**src/rtl/dtt_xbar_pkg.sv**
```systemverilog
// Shared definitions for the valid/ready crossbar switch.
// Contents: default parameter values, a beat struct {data, last},
// the per-output packet lock state, and a destination-width helper.
package dtt_xbar_pkg;

  localparam int DEFAULT_N_IN       = 4;
  localparam int DEFAULT_N_OUT      = 4;
  localparam int DEFAULT_DATA_WIDTH = 32;

  typedef struct packed {
    logic [DEFAULT_DATA_WIDTH-1:0] data;
    logic                          last;
  } beat_t;

  // IDLE: output free for arbitration; HELD: output owned by one input until in_last
  typedef enum logic [0:0] {
    LOCK_IDLE = 1'b0,
    LOCK_HELD = 1'b1
  } lock_state_t;

  // Destination field needs at least one bit even for a single output
  function automatic int dest_width(input int n_out);
    return (n_out > 1) ? $clog2(n_out) : 1;
  endfunction

endpackage

```
**src/rtl/dtt_rr_arbiter.sv**
```systemverilog
// Round-robin arbiter with a stored priority pointer.
// Ports:
//   clk, rst     - clock, synchronous active-high reset (pointer -> 0)
//   req[N]       - request vector
//   advance      - a grant was consumed; move pointer past advance_idx
//   advance_idx  - index of the consumed grant
//   grant[N]     - one-hot grant, search starts at the pointer and wraps
module dtt_rr_arbiter #(
  parameter int N = 4
) (
  input  logic                                clk,
  input  logic                                rst,
  input  logic [N-1:0]                        req,
  input  logic                                advance,
  input  logic [((N > 1) ? $clog2(N) : 1)-1:0] advance_idx,
  output logic [N-1:0]                        grant
);

  localparam int IW = (N > 1) ? $clog2(N) : 1;

  logic [IW-1:0] ptr;
  logic          found;
  int            cand;

  // Pick the first requester at or after the pointer, wrapping modulo N
  always_comb begin
    grant = '0;
    found = 1'b0;
    cand  = 0;
    for (int off = 0; off < N; off++) begin
      cand = (int'(ptr) + off) % N;
      if (!found && req[cand[IW-1:0]]) begin
        grant[cand[IW-1:0]] = 1'b1;
        found               = 1'b1;
      end else begin
      end
    end
  end

  // Pointer moves one past the consumed grant; stalls and idle cycles leave it alone
  always_ff @(posedge clk) begin
    if (rst) begin
      ptr <= '0;
    end else if (advance) begin
      ptr <= (advance_idx == IW'(N - 1)) ? '0 : advance_idx + IW'(1);
    end else begin
      ptr <= ptr;
    end
  end

endmodule

```
**src/rtl/dtt_crossbar_arb_switch.sv**
```systemverilog
// Registered N_IN x N_OUT crossbar, valid/ready on every port, one
// round-robin arbiter per output, source tag on every output beat.
// Optional packet lock: define DTT_XBAR_PKT_LOCK_EN to keep an output
// owned by one input from its first beat until the in_last beat.
// Ports:
//   clk, rst                  - clock, synchronous active-high reset
//   in_data/in_dest/in_last   - per-input beat payload, target, end marker
//   in_valid / in_ready       - input handshake (in_ready combinational)
//   out_data/out_src/out_last - registered beat, source index, end marker
//   out_valid / out_ready     - output handshake
module dtt_crossbar_arb_switch
  import dtt_xbar_pkg::*;
#(
  parameter int N_IN       = DEFAULT_N_IN,
  parameter int N_OUT      = DEFAULT_N_OUT,
  parameter int DATA_WIDTH = DEFAULT_DATA_WIDTH,
  parameter int DEST_WIDTH = dest_width(N_OUT),
  parameter int SRC_WIDTH  = $clog2(N_IN)
) (
  input  logic                  clk,
  input  logic                  rst,
  input  logic [DATA_WIDTH-1:0] in_data  [N_IN],
  input  logic [DEST_WIDTH-1:0] in_dest  [N_IN],
  input  logic [N_IN-1:0]       in_last,
  input  logic [N_IN-1:0]       in_valid,
  output logic [N_IN-1:0]       in_ready,
  output logic [DATA_WIDTH-1:0] out_data [N_OUT],
  output logic [SRC_WIDTH-1:0]  out_src  [N_OUT],
  output logic [N_OUT-1:0]      out_last,
  output logic [N_OUT-1:0]      out_valid,
  input  logic [N_OUT-1:0]      out_ready
);

  logic [N_OUT-1:0][N_IN-1:0] grant_all;
  logic [N_IN-1:0]            bad_dest;

  // A valid beat aimed past the last output is swallowed
  always_comb begin
    bad_dest = '0;
    for (int i = 0; i < N_IN; i++) begin
      bad_dest[i] = in_valid[i] && ({1'b0, in_dest[i]} >= (DEST_WIDTH + 1)'(N_OUT));
    end
  end

  // An input is ready when some output granted it or its beat is being discarded
  always_comb begin
    in_ready = bad_dest;
    for (int i = 0; i < N_IN; i++) begin
      for (int j = 0; j < N_OUT; j++) begin
        in_ready[i] = in_ready[i] | grant_all[j][i];
      end
    end
  end

  for (genvar j = 0; j < N_OUT; j++) begin : g_out
    logic [N_IN-1:0]       req;
    logic [N_IN-1:0]       grant;
    logic [SRC_WIDTH-1:0]  gidx;
    logic                  can_load;
    logic                  xfer;
    logic                  adv;
    logic                  valid_r;
    logic                  last_r;
    logic [DATA_WIDTH-1:0] data_r;
    logic [SRC_WIDTH-1:0]  src_r;

    assign can_load = ~valid_r | out_ready[j];

`ifdef DTT_XBAR_PKT_LOCK_EN
    lock_state_t          lock_state;
    logic [SRC_WIDTH-1:0] lock_src;

    // Requests for this output; while locked only the owning input may compete
    always_comb begin
      req = '0;
      for (int i = 0; i < N_IN; i++) begin
        req[i] = can_load && in_valid[i] && (in_dest[i] == DEST_WIDTH'(j)) &&
                 ((lock_state == LOCK_IDLE) || (lock_src == SRC_WIDTH'(i)));
      end
    end

    // Pointer stays put for the whole packet and moves only on its last beat
    assign adv = xfer & in_last[gidx];

    // Lock tracking: a non-last beat claims the output, a last beat releases it
    always_ff @(posedge clk) begin
      if (rst) begin
        lock_state <= LOCK_IDLE;
        lock_src   <= '0;
      end else if (xfer) begin
        if (in_last[gidx]) begin
          lock_state <= LOCK_IDLE;
          lock_src   <= lock_src;
        end else begin
          lock_state <= LOCK_HELD;
          lock_src   <= gidx;
        end
      end else begin
        lock_state <= lock_state;
        lock_src   <= lock_src;
      end
    end
`else
    // Requests for this output, only when its register can take a beat
    always_comb begin
      req = '0;
      for (int i = 0; i < N_IN; i++) begin
        req[i] = can_load && in_valid[i] && (in_dest[i] == DEST_WIDTH'(j));
      end
    end

    assign adv = xfer;
`endif

    dtt_rr_arbiter #(
      .N (N_IN)
    ) u_arb (
      .clk         (clk),
      .rst         (rst),
      .req         (req),
      .advance     (adv),
      .advance_idx (gidx),
      .grant       (grant)
    );

    // One-hot grant to input index
    always_comb begin
      gidx = '0;
      for (int i = 0; i < N_IN; i++) begin
        if (grant[i]) begin
          gidx = SRC_WIDTH'(i);
        end else begin
        end
      end
    end

    assign xfer         = |grant;
    assign grant_all[j] = grant;

    // Output register: load on grant, drain on ready, otherwise hold
    always_ff @(posedge clk) begin
      if (rst) begin
        valid_r <= 1'b0;
        data_r  <= '0;
        src_r   <= '0;
        last_r  <= 1'b0;
      end else if (xfer) begin
        valid_r <= 1'b1;
        data_r  <= in_data[gidx];
        src_r   <= gidx;
        last_r  <= in_last[gidx];
      end else if (out_ready[j]) begin
        valid_r <= 1'b0;
        data_r  <= data_r;
        src_r   <= src_r;
        last_r  <= last_r;
      end else begin
        valid_r <= valid_r;
        data_r  <= data_r;
        src_r   <= src_r;
        last_r  <= last_r;
      end
    end

    assign out_valid[j] = valid_r;
    assign out_data[j]  = data_r;
    assign out_src[j]   = src_r;
    assign out_last[j]  = last_r;
  end

endmodule

```
**config.mk**
```make
export PLATFORM = sky130hd
export DESIGN_NAME = dtt_crossbar_arb_switch
export DESIGN_NICKNAME = d
export VERILOG_FILES = /design/src/rtl/dtt_xbar_pkg.sv /design/src/rtl/dtt_rr_arbiter.sv /design/src/rtl/dtt_crossbar_arb_switch.sv
export SDC_FILE = /design/constraint.sdc
export NUM_CORES = 1
export LEC_CHECK = 0
export ABC_AREA = 1
export ABC_CLOCK_PERIOD_IN_PS = 3400
export CORE_UTILIZATION = 25
export DETAILED_ROUTE_END_ITERATION = 10
export DONT_BUFFER_PORTS = 1
export GPL_ROUTABILITY_DRIVEN = 0
export GPL_TIMING_DRIVEN = 0
export SYNTH_ARGS = -nofsm -noshare
export SYNTH_HDL_FRONTEND = slang
export SYNTH_SLANG_ARGS = --single-unit
```
**constraint.sdc**
```tcl
create_clock -name clk -period 3.4 [get_ports clk]
set_input_delay 0.51 -clock clk [delete_from_list [all_inputs] [get_ports clk]]
set_output_delay 0.51 -clock clk [all_outputs]
set_load 0.03 [all_outputs]
```
==> impl_metrics.env, run 1 <==
export IMPL_hpwl_um=53500
export IMPL_drv_slew=0
export IMPL_antenna_found_initial=14
export IMPL_fin_crit_ns=3.340
export IMPL_ys_seq_area_share_pct=20.42
export IMPL_synthTopCellsByArea="nand2_1 22%, dfxtp_1 20%, inv_1 14%, nand3_1 13%, nor2_1 10%"
export IMPL_hold_viol_final=0
export IMPL_ys_flop_type="dfxtp_1"
export IMPL_yosys_warnings=0
export IMPL_yosysTopAreaCell="nand2_1"
export IMPL_clk_latency_ns=0.49
export IMPL_clockRootBuffer="clkbuf_16"
export IMPL_synth_simple_gate_area_share_pct=54.08
export IMPL_critPathLaunch="g_out[0].u_arb.ptr[0]"
export IMPL_dp_cells=3574
export IMPL_status="completed"
export IMPL_totalWireLength_um=68740
export IMPL_async_reset_ff_share_pct=0
export IMPL_slew_limit_headroom_pct=33.46
export IMPL_synth_most_common_cell="nand2_1"
export IMPL_cts_htree_levels=4
export IMPL_timing_hold_ws_ns=0.3565
export IMPL_firstDrtPassIters=6
export IMPL_synth_top_area_share_pct=21.66
export IMPL_reg2reg_depth=16
export IMPL_cp_endpoint="in_ready[3]"
export IMPL_ys_ff_latch=152
export IMPL_fillers=6655
export IMPL_fin_skew_ns=0.01261
export IMPL_synthMuxAreaShare_pct=0
export IMPL_timing_final_ws_setup_ns=0.06006
export IMPL_multi_input_area_um2=8756
export IMPL_final_core_util_pct=28.35
export IMPL_post_drt_via_cell_ratio=4.567
export IMPL_grtUsageTotal_pct=22.35
export IMPL_grt_max_degree=20
export IMPL_finalCritPeriodShare_pct=98.23
export IMPL_initial_core_util_pct=25.29
export IMPL_synth_distinct_cells=30
export IMPL_grt_pass1_vias=14980
export IMPL_synthAdderAreaFrac_pct=2.267
export IMPL_cts_hold_buffers=0
export IMPL_required_ns=2.89
export IMPL_die_w_um=246.1
export IMPL_placementRows=89
export IMPL_setup_violations=0
export IMPL_holdCritPathClass="in2reg"
export IMPL_dieHeight_um=246.1
export IMPL_synth_compound_area_share_pct=2.234
export IMPL_ff_latch_area_um2=3053
export IMPL_fin_cells=3628
export IMPL_cts_sink_count=152
export IMPL_reg2reg_slack_ns=0.22
export IMPL_highest_layer="met5"
export IMPL_wl_per_cell_um=18.95
export IMPL_grt_overflow_total=0
export IMPL_synthXorXnorAreaFrac_pct=0
export IMPL_wl_met2_um=30280
export IMPL_cts_max_path_buffers=2
export IMPL_dr_wl_met3_um=8758
export IMPL_drtAntennaViolNets=0
export IMPL_synthesis_nets=2978
export IMPL_coreArea_um2=58910
export IMPL_io_pins=298
export IMPL_syn_area_per_cell_um2=5.320
export IMPL_numCtsBuffers=17
export IMPL_r2r_end="g_out[0].data_r[13]"
export IMPL_synth_edf_count=0
export IMPL_io_buffers=0
export IMPL_initialDrtViolationCount=1770
export IMPL_max_freq_mhz=299.4
export IMPL_rsz0062_at_grt="true"
export IMPL_m1WireLength_um=26770
export IMPL_critPathArrivalTime_ns=2.83
export IMPL_vias=16570
export IMPL_synth_top_family_by_area="simple AND/OR/NAND/NOR gates"
export IMPL_cts_tree="done"
export IMPL_clk_pin_slew_ns=0.08
export IMPL_crit_type="reg2out"
export IMPL_area_growth_pct=12.09
export IMPL_fin_nets=3009
export IMPL_dieArea_um2=60580
export IMPL_worstReg2RegStart="g_out[0].u_arb.ptr[0]"
export IMPL_synth_commonest_cells="860 x nand2_1, 563 x inv_1, 411 x nor2_1, 398 x nand3_1, 152 x dfxtp_1"
export IMPL_crit_fanout=18
export IMPL_drive_gt1_share_pct=9.490
export IMPL_place_ws_ns=-0.09728
export IMPL_drcViolationCount=0
export IMPL_end_kind="primary output"
export IMPL_cp_start_kind="flip-flop"
export IMPL_netlist_area_um2=14900
export IMPL_drv_cap=0
export IMPL_synthCells=2801
export IMPL_grt_pass1_wl_um=99350
export IMPL_worst_pin_slew_ns=0.9982
## worst min-delay path by stage
stage,start,slack [ns],cells after the start,end
3_3_place_gp,g_out[1].last_r,0.55,4,g_out[1].last_r
4_1_cts,in_data[115],0.33,6,g_out[2].data_r[19]
2_1_floorplan,g_out[1].last_r,0.51,4,g_out[1].last_r
5_1_grt,in_data[110],0.39,6,g_out[1].data_r[14]
3_5_place_dp,g_out[1].last_r,0.54,4,g_out[1].last_r
6_report,in_data[115],0.36,6,g_out[2].data_r[19]
## sequential cells by signal, summed over array words and instances, names as in the netlist
signal           flops
g_out.u_arb.ptr      8
g_out.valid_r        4
g_out.src_r          8
g_out.data_r       128
g_out.last_r         4
## what timing repair did
item | in CTS | in global routing
pin swaps | 5 | 9
gates resized for setup | 19 | 13
cloned | 0 | 0
buffers inserted | 0 | 18
setup endpoints to repair | 3 | 6
## logic make-up (layout without fill, tap and decap cells)
logic type                 after synthesis  in the layout
AOI/OAI and AO/OA                       50             50
and+or+nand+nor                       1833           1833
buffers and inverters                  739            783
DFF                                    152            152
adders and majority gates               27             27
other                                    0             10
## layout make-up
cell class / count / share of cell area [%]
Clock buffer: 17 / 2.547
Sequential cell: 152 / 18.28
Inverter: 584 / 13.39
Timing Repair Buffer: 18 / 0.9589
Tap cell: 773 / 5.791
Multi-Input combinational cell: 1910 / 52.42
Antenna cell: 10 / 0.1498
Clock inverter: 15 / 0.9888
Buffer: 149 / 5.469
## cells in the final DEF, fill, tap and decap left out, types with 27 or more instances in the layout
| master | n |
|---|---|
| dfxtp_1 | 146 |
| nor2_1 | 407 |
| o21bai_1 | 33 |
| nand3b_1 | 68 |
| buf_2 | 85 |
| nand2_1 | 859 |
| nand3_1 | 398 |
| ha_1 | 27 |
| buf_4 | 46 |
| nand4_1 | 36 |
| inv_1 | 563 |
## metal layers
metal | up-vias | global-route usage [%]
met5 | - | 0
met4 | 8 | 10.30
met3 | 129 | 9.107
met2 | 733 | 34.92
met1 | 7308 | 26.51
li1 | 8392 | -
## stage by stage
step / area [um2] / setup TNS (ns)
after detailed placement: 15870 / -0.09728
final: 16700 / 0
after CTS: 16480 / -0.01482
after floorplan: 14900 / 0
after global placement: 15870 / -0.1175
after global routing: 16700 / -0.04900
## worst max-delay path, stage by stage, from the launching register on
cell	delay (ns)
dfxtp_1	0.40
buf_4	0.20
inv_2	0.10
ha_1	0.34
inv_1	0.06
nand2_1	0.07
nand2_2	0.09
nor2_4	0.19
nand3_1	0.15
nand3_4	0.17
clkinv_8	0.15
nand4_1	0.40
Power of run 1 is not shown: default switching activity piles up to over one toggle a cycle in this logic, so the estimate is an artifact.
==> inputs of run 2 (changes only) <==
--- a/config.mk
+++ b/config.mk
@@ -7,10 +7,10 @@
 export LEC_CHECK = 0
 export ABC_AREA = 1
 export ABC_CLOCK_PERIOD_IN_PS = 3400
+export CORE_MARGIN = 2
 export CORE_UTILIZATION = 25
 export DETAILED_ROUTE_END_ITERATION = 10
 export DONT_BUFFER_PORTS = 1
-export GPL_ROUTABILITY_DRIVEN = 0
 export GPL_TIMING_DRIVEN = 0
 export SYNTH_ARGS = -nofsm -noshare
 export SYNTH_HDL_FRONTEND = slang
==> run 2 against run 1 <==
  * First-iteration DRC count fell by 2.1%
  * Critical endpoint unchanged
  * Fmax is 0.46% higher
  * Utilization about the same
  * Global-route usage is 0.25 points lower
  * Worst hold slack gained 0.0039 ns
  * Via count up 1.8%
==> impl_metrics.env, run 2 (synthesized netlist as in run 1, its figures left out) <==
export IMPL_clk_latency_ns=0.48
export IMPL_die_w_um=248.1
export IMPL_drtAntennaViolNets=0
export IMPL_clockRootBuffer="clkbuf_16"
export IMPL_wl_per_cell_um=19.00
export IMPL_cts_hold_buffers=0
export IMPL_vias=16860
export IMPL_grt_pass1_wl_um=99770
export IMPL_fillers=6782
export IMPL_cp_start_kind="flip-flop"
export IMPL_coreArea_um2=59020
export IMPL_area_growth_pct=12.13
export IMPL_cts_max_path_buffers=2
export IMPL_reg_top3="g_out.data_r x128, g_out.src_r x8, g_out.u_arb.ptr x8"
export IMPL_max_freq_mhz=300.8
export IMPL_reg2reg_depth=18
export IMPL_dieArea_um2=61570
export IMPL_initialDrtViolationCount=1733
export IMPL_numCtsBuffers=17
export IMPL_crit_type="reg2out"
export IMPL_drv_slew=0
export IMPL_drive_gt1_share_pct=9.480
export IMPL_dieHeight_um=248.1
export IMPL_finalCritPeriodShare_pct=97.79
export IMPL_post_drt_via_cell_ratio=4.640
export IMPL_crit_fanout=10
export IMPL_slew_limit_headroom_pct=27.51
export IMPL_critPathArrivalTime_ns=2.81
export IMPL_worstReg2RegStart="g_out[0].u_arb.ptr[0]"
export IMPL_multi_input_area_um2=8733
export IMPL_setup_violations=0
export IMPL_fin_crit_ns=3.325
export IMPL_status="completed"
export IMPL_initial_core_util_pct=25.25
export IMPL_io_buffers=0
export IMPL_fin_skew_ns=0.01426
export IMPL_totalWireLength_um=69040
export IMPL_layout_common_cells="859 x nand2_1, 563 x inv_1, 410 x nor2_1"
export IMPL_grt_max_degree=20
export IMPL_drcViolationCount=0
export IMPL_clk_pin_slew_ns=0.08
export IMPL_grt_overflow_total=0
export IMPL_worst_pin_slew_ns=1.087
export IMPL_cts_tree="done"
export IMPL_hold_depth=6
export IMPL_io_pins=298
export IMPL_hold_viol_final=0
export IMPL_timing_final_ws_setup_ns=0.07522
export IMPL_grt_pass1_vias=15130
export IMPL_cts_sink_count=152
export IMPL_grtUsageTotal_pct=22.11
export IMPL_holdCritPathClass="in2reg"
export IMPL_min_from="in_data[120]"
export IMPL_ff_latch_area_um2=3052
export IMPL_cts_htree_levels=4
export IMPL_fin_nets=3012
export IMPL_antenna_found_initial=12
export IMPL_end_kind="primary output"
export IMPL_regMostFlops="g_out.data_r"
export IMPL_required_ns=2.89
export IMPL_drv_cap=0
export IMPL_hpwl_um=53870
export IMPL_placementRows=89
export IMPL_layout_commonest_cell="nand2_1"
export IMPL_place_gp_congestion=0.9343
export IMPL_place_ws_ns=-0.1384
export IMPL_critPathLaunch="g_out[0].u_arb.ptr[0]"
export IMPL_firstDrtPassIters=7
export IMPL_largest_reg_flops=128
==> run 2: layout make-up <==
type / count / share of cell area [%]
Sequential cell: 152 / 18.26
Buffer: 147 / 5.429
Tap cell: 773 / 5.789
Clock inverter: 14 / 1.123
Clock buffer: 18 / 2.569
Inverter: 584 / 13.33
Antenna cell: 13 / 0.1947
Timing Repair Buffer: 23 / 1.033
Multi-Input combinational cell: 1910 / 52.27
==> run 2: stage by stage <==
stage / util [%] / cells / hold WS [ns] / TNS [ns] / cell area [um2]
global route: 28.30 / 3631 / 0.3858 / -0.01593 / 16700
floorplan: - / 2801 / 0.5148 / 0 / 14900
finish: 28.31 / 3634 / 0.3604 / 0 / 16710
CTS: 27.98 / 3603 / 0.3467 / 0 / 16520
detailed placement: 26.89 / 3574 / 0.5507 / -0.1384 / 15870
global placement: 26.89 / 3574 / 0.5446 / -0.1050 / 15870
==> run 2: path summary, 6_finish.rpt <==
kind / to / slack, ns
setup reg to reg: g_out[0].data_r[12] / 0.18
setup / recovery: in_ready[3] / 0.08
hold reg to reg: g_out[1].u_arb.ptr[1] / 0.55
hold / removal: g_out[3].data_r[24] / 0.36
==> run 2: layer usage <==
layer	track usage [%]	vias up	wire, um
li1	-	8414	-
met1	26.81	7536	27770
met2	33.96	783	29930
met3	8.393	129	8201
met4	11.36	0	3138
met5	0	-	0
==> run 2: repair_timing <==
item | 4_1_cts | 5_1_grt
gates resized for setup | 13 | 13
endpoints found under the setup margin | 3 | 31
pin swaps | 3 | 7
buffers inserted | 5 | 18
==> run 2: worst max-delay path, stage by stage, from the launching register on <==
cell     delay [ns]
dfxtp_1        0.42
buf_4          0.21
inv_2          0.11
ha_1           0.34
inv_1          0.08
nand2_1        0.07
nand2_2        0.13
nor2_4         0.08
nand3_1        0.12
nand3_4        0.20
inv_8          0.13
nand4_1        0.43
Power of run 2 is left out for the same reason.
